## src/rtl/row_vnu_msg_scheduler.sv

```systemverilog
`default_nettype none
// ============================================================================
// Module      : row_vnu_msg_scheduler
// Description : Row-level VNU front end: latches c2v/channel messages, issues
//               them to the fixed-latency IB-LUT datapath, realigns v2c/hd
//               results, and sequences IB-RAM page refresh from IB-ROM.
//               Optional macro ROW_VNU_PARALLEL_CLEAR_EN adds in_clear.
// Revision    : 1.0 - initial release
// ============================================================================
module row_vnu_msg_scheduler #(
    parameter  int QUAN_SIZE       = 4,
    parameter  int CN_DEGREE       = 10,
    parameter  int VN_DEGREE       = 3,
    parameter  int MULTI_FRAME_NUM = 2,
    parameter  int VN_LAT          = 3,
    parameter  int DN_LAT          = 3,
    parameter  int RAM_NUM         = 3,
    parameter  int PAGE_NUM        = 64,
    parameter  int ROM_RD_BW       = 8,
    localparam int FRAME_BW        = (MULTI_FRAME_NUM > 1) ? $clog2(MULTI_FRAME_NUM) : 1,
    localparam int PAGE_ADDR_BW    = $clog2(PAGE_NUM),
    localparam int RAM_BW          = (RAM_NUM > 1) ? $clog2(RAM_NUM) : 1,
    localparam int C2V_BW          = CN_DEGREE * VN_DEGREE * QUAN_SIZE,
    localparam int MSG_BW          = CN_DEGREE * QUAN_SIZE
) (
    input  logic                           read_clk,
    input  logic                           rst,
    input  logic                           in_valid,
`ifdef ROW_VNU_PARALLEL_CLEAR_EN
    input  logic                           in_clear,
`endif
    output logic                           in_ready,
    input  logic [C2V_BW-1:0]              in_c2v,
    input  logic [MSG_BW-1:0]              in_ch,
    output logic                           vnu_issue_valid,
    output logic [C2V_BW-1:0]              vnu_c2v,
    output logic [MSG_BW-1:0]              vnu_ch,
    output logic [FRAME_BW-1:0]            vnu_frame,
    input  logic [MSG_BW-1:0]              vnu_v2c_in,
    input  logic [CN_DEGREE-1:0]           vnu_hd_in,
    output logic                           out_valid,
    output logic [MSG_BW-1:0]              out_v2c,
    output logic [CN_DEGREE-1:0]           out_hd,
    output logic [FRAME_BW-1:0]            out_frame,
    input  logic                           refresh_start,
    output logic                           refresh_busy,
    output logic                           refresh_done,
    output logic [PAGE_ADDR_BW+RAM_BW-1:0] rom_addr,
    input  logic [ROM_RD_BW-1:0]           rom_data,
    output logic [PAGE_ADDR_BW-1:0]        ram_waddr,
    output logic [ROM_RD_BW-1:0]           ram_wdata,
    output logic [RAM_NUM-1:0]             ib_ram_we
);

    localparam int TAG_DEPTH = VN_LAT + DN_LAT;

    localparam logic [2:0] c_ST_IDLE  = 3'd0;
    localparam logic [2:0] c_ST_DRAIN = 3'd1;
    localparam logic [2:0] c_ST_WRITE = 3'd2;
    localparam logic [2:0] c_ST_FLUSH = 3'd3;
    localparam logic [2:0] c_ST_DONE  = 3'd4;

    localparam logic [PAGE_ADDR_BW-1:0] c_PAGE_LAST  = PAGE_ADDR_BW'(PAGE_NUM - 1);
    localparam logic [RAM_BW-1:0]       c_RAM_LAST   = RAM_BW'(RAM_NUM - 1);
    localparam logic [FRAME_BW-1:0]     c_FRAME_LAST = FRAME_BW'(MULTI_FRAME_NUM - 1);

    logic [2:0]              r_state;
    logic [FRAME_BW-1:0]     r_frame_cnt;
    logic                    r_issue_valid;
    logic [C2V_BW-1:0]       r_vnu_c2v;
    logic [MSG_BW-1:0]       r_vnu_ch;
    logic [FRAME_BW-1:0]     r_vnu_frame;
    logic [TAG_DEPTH-1:0]    r_tag_valid;
    logic [FRAME_BW-1:0]     r_tag_frame [TAG_DEPTH];
    logic [MSG_BW-1:0]       r_v2c_dly   [DN_LAT];
    logic                    r_out_valid;
    logic [MSG_BW-1:0]       r_out_v2c;
    logic [CN_DEGREE-1:0]    r_out_hd;
    logic [FRAME_BW-1:0]     r_out_frame;
    logic [RAM_BW-1:0]       r_ram;
    logic [PAGE_ADDR_BW-1:0] r_page;
    logic [RAM_NUM-1:0]      r_we;
    logic [PAGE_ADDR_BW-1:0] r_waddr;

    logic                    w_accept;
    logic                    w_pipe_empty;
    logic [C2V_BW-1:0]       w_c2v_load;
    logic [FRAME_BW-1:0]     w_frame_next;

    assign in_ready     = (r_state == c_ST_IDLE) && !rst;
    assign w_accept     = in_valid && in_ready;
    assign w_pipe_empty = (r_tag_valid == '0) && !r_issue_valid;
    assign w_frame_next = (r_frame_cnt == c_FRAME_LAST) ? '0 : r_frame_cnt + FRAME_BW'(1);

`ifdef ROW_VNU_PARALLEL_CLEAR_EN
    // First-iteration rows start from zero c2v without the host clearing them.
    assign w_c2v_load = in_clear ? '0 : in_c2v;
`else
    assign w_c2v_load = in_c2v;
`endif

    always_ff @(posedge read_clk) begin
        if (rst) begin
            r_issue_valid <= 1'b0;
            r_vnu_c2v     <= '0;
            r_vnu_ch      <= '0;
            r_vnu_frame   <= '0;
            r_frame_cnt   <= '0;
        end else begin
            r_issue_valid <= w_accept;
            if (w_accept) begin
                r_vnu_c2v   <= w_c2v_load;
                r_vnu_ch    <= in_ch;
                r_vnu_frame <= r_frame_cnt;
            end
            if (r_state == c_ST_DONE) begin
                r_frame_cnt <= '0;
            end else if (w_accept) begin
                r_frame_cnt <= w_frame_next;
            end
        end
    end

    // Tag stage k holds the issue launched k+1 cycles earlier; v2c is free-run
    // delayed so its tail lines up with the hd sample at the last tag stage.
    always_ff @(posedge read_clk) begin
        if (rst) begin
            r_tag_valid <= '0;
            for (int i = 0; i < TAG_DEPTH; i++) r_tag_frame[i] <= '0;
            for (int i = 0; i < DN_LAT; i++)    r_v2c_dly[i]   <= '0;
            r_out_valid <= 1'b0;
            r_out_v2c   <= '0;
            r_out_hd    <= '0;
            r_out_frame <= '0;
        end else begin
            r_tag_valid[0] <= r_issue_valid;
            r_tag_frame[0] <= r_vnu_frame;
            for (int i = 1; i < TAG_DEPTH; i++) begin
                r_tag_valid[i] <= r_tag_valid[i-1];
                r_tag_frame[i] <= r_tag_frame[i-1];
            end
            r_v2c_dly[0] <= vnu_v2c_in;
            for (int i = 1; i < DN_LAT; i++) r_v2c_dly[i] <= r_v2c_dly[i-1];
            r_out_valid <= r_tag_valid[TAG_DEPTH-1];
            if (r_tag_valid[TAG_DEPTH-1]) begin
                r_out_v2c   <= r_v2c_dly[DN_LAT-1];
                r_out_hd    <= vnu_hd_in;
                r_out_frame <= r_tag_frame[TAG_DEPTH-1];
            end
        end
    end

    always_ff @(posedge read_clk) begin
        if (rst) begin
            r_state <= c_ST_IDLE;
            r_ram   <= '0;
            r_page  <= '0;
        end else begin
            case (r_state)
                c_ST_IDLE: begin
                    if (refresh_start) r_state <= c_ST_DRAIN;
                end
                c_ST_DRAIN: begin
                    if (w_pipe_empty) begin
                        r_state <= c_ST_WRITE;
                        r_ram   <= '0;
                        r_page  <= '0;
                    end
                end
                c_ST_WRITE: begin
                    if (r_page == c_PAGE_LAST) begin
                        r_page <= '0;
                        if (r_ram == c_RAM_LAST) begin
                            r_ram   <= '0;
                            r_state <= c_ST_FLUSH;
                        end else begin
                            r_ram <= r_ram + RAM_BW'(1);
                        end
                    end else begin
                        r_page <= r_page + PAGE_ADDR_BW'(1);
                    end
                end
                c_ST_FLUSH: r_state <= c_ST_DONE;
                c_ST_DONE:  r_state <= c_ST_IDLE;
                default:    r_state <= c_ST_IDLE;
            endcase
        end
    end

    // ROM data returns one cycle after the address, so the write side trails.
    always_ff @(posedge read_clk) begin
        if (rst) begin
            r_we    <= '0;
            r_waddr <= '0;
        end else begin
            r_we <= (r_state == c_ST_WRITE) ? (RAM_NUM'(1) << r_ram) : '0;
            if (r_state == c_ST_WRITE) r_waddr <= r_page;
        end
    end

    assign vnu_issue_valid = r_issue_valid;
    assign vnu_c2v         = r_vnu_c2v;
    assign vnu_ch          = r_vnu_ch;
    assign vnu_frame       = r_vnu_frame;
    assign out_valid       = r_out_valid;
    assign out_v2c         = r_out_v2c;
    assign out_hd          = r_out_hd;
    assign out_frame       = r_out_frame;
    assign refresh_busy    = (r_state != c_ST_IDLE);
    assign refresh_done    = (r_state == c_ST_DONE);
    assign rom_addr        = (r_state == c_ST_WRITE) ? {r_ram, r_page} : '0;
    assign ram_waddr       = r_waddr;
    assign ram_wdata       = (|r_we) ? rom_data : '0;
    assign ib_ram_we       = r_we;

endmodule
`default_nettype wire

```

## config.mk

```make
export PLATFORM = sky130hd
export DESIGN_NAME = row_vnu_msg_scheduler
export DESIGN_NICKNAME = d
export VERILOG_FILES = /design/src/rtl/row_vnu_msg_scheduler.sv
export SDC_FILE = /design/constraint.sdc
export NUM_CORES = 1
export LEC_CHECK = 0
export BUFFER_PORTS_ARGS = -buffer_cell sky130_fd_sc_hd__buf_2
export CAP_MARGIN = 20
export CELL_PAD_IN_SITES_DETAIL_PLACEMENT = 1
export CELL_PAD_IN_SITES_GLOBAL_PLACEMENT = 1
export CORE_AREA = 5 5 191 193
export DETAILED_ROUTE_END_ITERATION = 16
export DIE_AREA = 0 0 196 198
export PLACE_DENSITY_LB_ADDON = 0.1
export REMOVE_ABC_BUFFERS = 1
export SLEW_MARGIN = 10
export SYNTH_ARGS = -nofsm -noshare
export SYNTH_HDL_FRONTEND = slang
export SYNTH_SLANG_ARGS = --single-unit
```

## constraint.sdc

```tcl
create_clock -name read_clk -period 1.8 [get_ports read_clk]
set_input_delay 0.18 -clock read_clk [delete_from_list [all_inputs] [get_ports read_clk]]
set_output_delay 0.18 -clock read_clk [all_outputs]
set_load 0.02 [all_outputs]
```

# Word level (Yosys, flattened, before mapping)
# Memories as Yosys holds them, arrays and structs flattened. A register that Yosys moved wholly into a read port is not among the register bits.
# Index checks and enable logic that the tools add are counted.
# W data, S select, Z words.
# totals
mem_count	2
reg_bits	200
inputBits	222
output_inout_bits	242
ram_bits	126
word_cells	81
# op_classes
n_shift	1
eq_ne	10
muxes	27
reduce_logical	15
bitwise_logic	10
addsub	3
# mem_list
name	depth	width	rd	rd_ports_with_merged_regs	wr	line_no	rtl
r_v2c_dly	3	40	3	1	3	75	logic [MSG_BW-1:0] r_v2c_dly [DN_LAT];
r_tag_frame	6	1	6	1	6	74	logic [FRAME_BW-1:0] r_tag_frame [TAG_DEPTH];
# op_table
op	n
$mux W40	3
$mux W8	2
$mux W3	4
$mux W6	2
$pmux W3 S4	1
$pmux W6 S2	1
$mux W1	10
$or A1 B1 Y1	9
$ne A2 B2 Y1 const B	4
$add A6 B1 Y6 const B	1
$eq A3 B2 Y1 const B	2
$eq A6 B6 Y1 const B	1
$logic_not A6 Y1	1
$mux W2	3
$pmux W2 S2	1
$reduce_and A4 Y1	1
$reduce_or A2 Y1	2
$eq A3 B1 Y1 const B	1
$eq A3 B3 Y1 const B	1
$logic_and A1 B1 Y1	3
$logic_not A3 Y1	1
$reduce_and A3 Y1	1
$reduce_bool A3 Y1	1
$reduce_or A3 Y1	1
8 further kinds	9

# Depth between registers and ports, before layout
# depth
ltp_word	4
ltp_mapped	8

# Worst setup path after synthesis
# Ideal clock, no wire load.
# synth_path
path_kind	reg2reg
start	register r_state[2]
end	register r_vnu_c2v[10] (netlist: vnu_c2v[10])
path_buffers	3
stages_incl_launch_ff	8
path_slack_ns	0.178
setup_ns	0.113
t_required_ns	1.687
period_less_slack_ns	1.622
arrival_ns	1.510
path_cell_list	dfxtp_1 buf_6 nor4_4 nand2_2 buf_2 buf_2 nand3b_1 nand2_1
# synth_via
elab_chain_cells	3
# synth_lines
item	line_no	rtl
start: declaration	67	logic [2:0] r_state;
start signal: assignment	155	r_state <= c_ST_IDLE;
start signal: assignment	161	if (refresh_start) r_state <= c_ST_DRAIN;
start signal: assignment	165	r_state <= c_ST_WRITE;
$logic_not A3 Y1	90	assign in_ready = (r_state == c_ST_IDLE) && !rst;
$logic_and A1 B1 Y1	90	
via in_ready	32	output logic in_ready,
$logic_and A1 B1 Y1	91	assign w_accept = in_valid && in_ready;
end signal: assignment	112	r_vnu_c2v <= w_c2v_load;
end: declaration	70	logic [C2V_BW-1:0] r_vnu_c2v;
# The timed path passes the listed nets, and every way through them passes these cells.
# A chain may end at the register's enable or synchronous reset.

# Worst setup path after layout
# layout_path
start	register r_state[0]
end	output rom_addr[3]
# layout_via
elab_chain_cells	2
# layout_lines
item	line_no	rtl
$eq A3 B2 Y1	211	assign rom_addr = (r_state == c_ST_WRITE) ? {r_ram, r_page} : '0;
$mux W8	211	
end: declaration	48	output logic [PAGE_ADDR_BW+RAM_BW-1:0] rom_addr,
# No other way between the ends.

==> metrics.txt <==
DRC=0; Critical Path RT=between 1.5 and 2 ns; Inst Count DP=2,118; Slew @ Worst Pin=approximately 0.95 ns; crit path launch=r_state[0]; WP data arrival=about 1.7 ns; Initial Util=35.8%; Synth Area in Simple Gates=a little under a third; top_reg_cell synth=dfxtp_1; fmax=approximately 540 MHz; PwrDens=about 1100 mW/mm^2; drt wl/cell=~18 microns; die height=just under 200 microns; # setup viols final=7; crit-path max FO=5; Worst slew margin=a little over a third; synth unique cells=43; minimum clock period after layout=about 1.8 ns; Final HPWL DP=around 28,000 microns; VDD IR max=0.635 mV; RSZ-0062 raised after global routing=true; Lkg Pwr=0.00909 uW; leading cell types by total area after synthesis=dfxtp_1 (60%), nand2_1 (10%), nand3b_1 (9.8%), nor2b_1 (7.3%), mux2i_1 (4.2%); pin count of the biggest net entering global routing=roughly 110; Multi-input gate area=between 0.004 and 0.005 sq mm; first-pass GRT wire length=68,000 microns; Slew Viols, Final=0; vias in the first global route=12,400; via count=11,100; Die Wd=about 200 microns; initial antenna violation count=3; Port Buffer Count=463; post-DR vias/cell=around 4.6; cell count after synthesis=1,264; TritonCTS clock tree=built; placement-stage cell area=0.0151 sq mm; Clock Latency Late Sink=about 0.52 ns; area share of the largest cell type after synthesis=approximately three fifths; Root Buffer=clkbuf_16; R2R Setup Slk=0.08 ns; clock slew at reported path FFs=0.06 ns; share of cells above drive strength 1=between 30% and 40%; Synth Area in Compound Gates=between 1 and 1.5%; mux cell area share after synthesis=roughly 4.5%; Synth top cells by count=dfxtp_1 (367), nand2_1 (335), nand3b_1 (161); final wirelength=around 44,000 microns; Antenna Nets Post-Route=0; Clock Skews=~0.011 ns; Hold Fails Final Rpt=0; #FFs+latches synth=367; area of the die=a little under 0.04 sq mm; Ys Warns=0; Register Area=0.00736 sq mm; final cell count without fillers=between 2,000 and 2,500; CTS H-tree lvls=2; Startpoint Class=flip-flop; Critical R2R Launch=r_state[2]; register area share after synthesis=between 50% and 60%; xor/xnor share of the synthesized area=less than 1%; WS Path Type=reg -> out; Post-Synth Adder-Cell Area=less than 1%; status=complete, but fails checks; main combinational cell family by area after synthesis=simple AND/OR/NAND/NOR gates; end-of-flow core utilization=a little over half; final RePlAce weighted congestion=between 0.7 and 0.8; asr flop ratio synth=0%; Final Cell Area=around 0.019 sq mm; Synth area leader=dfxtp_1; most common cell in the netlist=dfxtp_1; # IOs=approximately 460; FILL cells=roughly 4,000; Hold Worst Slack=approximately 0.046 ns; Std-Cell Rows=a little under 70; Pwr Total=20,500 uW; endpoint class of the critical path=primary output; cell area after synthesis=0.0123 sq mm; Hold Path Class=in -> reg; Core Footprint=0.0344 sq mm; max cap viols=0; Reg-to-Reg End=vnu_c2v[117]; Final nets=2,152; Clock Sinks=between 300 and 400; grt total ovfl=0; setup ws final=-0.0419 ns; depth of the most critical reg-to-reg path=5; Post-synth EDFFs=0; Area growth, synth to finish=52.8%; Pre-antenna DRT Iters=4; TritonCTS Buffers=41; failing checks=setup timing; Tcrit/Tclk final=102%; total track usage=21.6%; CTS Buffer Depth=3; CP endpoint=rom_addr[3]; Starting DRT DRC Count=429; post-synthesis area per instance=a little under 10 sq um
[what timing repair did]
action,in CTS,in global routing
buffers inserted,7,1
endpoints found under the hold margin,227,0
gates cloned,1,1
pin swaps,3,3
gates resized for setup,52,7
hold buffers,213,0
endpoints found under the setup margin,10,73
[sequential cells by signal, summed over array words and instances, names as in the netlist, 2 cells and up]
register,cells
r_tag_frame,6
ram_waddr,6
r_ram,2
out_hd,10
r_state,3
ib_ram_we,3
out_v2c,40
r_tag_valid,6
vnu_c2v,120
r_v2c_dly,120
r_page,6
vnu_ch,40
[routing by layer]
layer / up-vias / GRT usage, % / part of all wire [%]
li1: 5367 / - / -
met1: 5278 / 24.1 / 39
met4: 2 / 8.09 / 4.1
met2: 339 / 38.6 / 50
met3: 90 / 6.82 / 7.1
met5: - / 0 / 0.030
[logic make-up after synthesis]
group | count (synthesis)
fa+ha+maj | 1
simple gates | 726
buf+inv | 92
mux | 55
compound gates | 22
xor+xnor | 1
flops | 367
[worst min path at each step]
stage / start / to / slack, ns / depth (start not counted)
floorplan: rst / r_page[3] / 0.25 / 1
global placement: in_c2v[99] / vnu_c2v[99] / 0.36 / 3
detailed placement: in_ch[35] / vnu_ch[35] / 0.37 / 3
CTS: in_valid / vnu_ch[11] / 0.003 / 4
global route: in_valid / vnu_ch[11] / 0.06 / 4
finish: in_valid / vnu_ch[11] / 0.05 / 4
[worst max-delay path, stage by stage, from the launching register on]
cell,delay (ns)
dfxtp_4,0.35
buf_6,0.11
nor3b_4,0.25
buf_6,0.19
nand2_4,0.06
inv_2,0.07
buf_6,0.11
[stage by stage]
| step | TNS [ns] | setup WS, ns |
|---|---|---|
| after floorplan | -419.73 | -2.50 |
| after global placement | 0 | 0.156 |
| after detailed placement | 0 | 0.123 |
| after CTS | -0.645 | -0.108 |
| after global routing | -0.849 | -0.139 |
| final | -0.171 | -0.0419 |
[power breakdown]
| part | total, uW | switching [uW] | internal (uW) |
|---|---|---|---|
| clock network | 8330 | 3230 | 5100 |
| registers | 9010 | 297 | 8710 |
| logic | 3170 | 1850 | 1310 |
| total | 20500 | 5380 | 15100 |
[layout by cell type, fill, tap and decap left out, types with 3 or more instances in the layout]
| cell type | count |
|---|---|
| buf_2 | 451 |
| dfxtp_1 | 362 |
| nand2_1 | 329 |
| dlygate4sd3_1 | 213 |
| nand3b_1 | 161 |
| nor2b_1 | 144 |
| nor2_1 | 56 |
| mux2i_1 | 52 |
| clkbuf_16 | 45 |
| buf_4 | 20 |
| buf_6 | 14 |
| a21oi_1 | 12 |
| clkbuf_1 | 10 |
| clkbuf_8 | 9 |
| nand2_4 | 6 |
| inv_2 | 6 |
| clkinv_2 | 6 |
| nor3_1 | 5 |
| buf_12 | 5 |
| nand3_1 | 3 |
| mux2_2 | 3 |
| o21ai_0 | 3 |
| dfxtp_4 | 3 |
[layout make-up]
type                       instances  area share, %
sequential                       367           39.1
timing repair buffer             707           26.0
multi-input combinational        805           24.5
clock buffer                      63           6.71
tap                              455           3.02
clock inverter                     9          0.525
inverter                           7          0.166
antenna                            2         0.0266
Note: power is estimated with default switching activity, not from simulation.
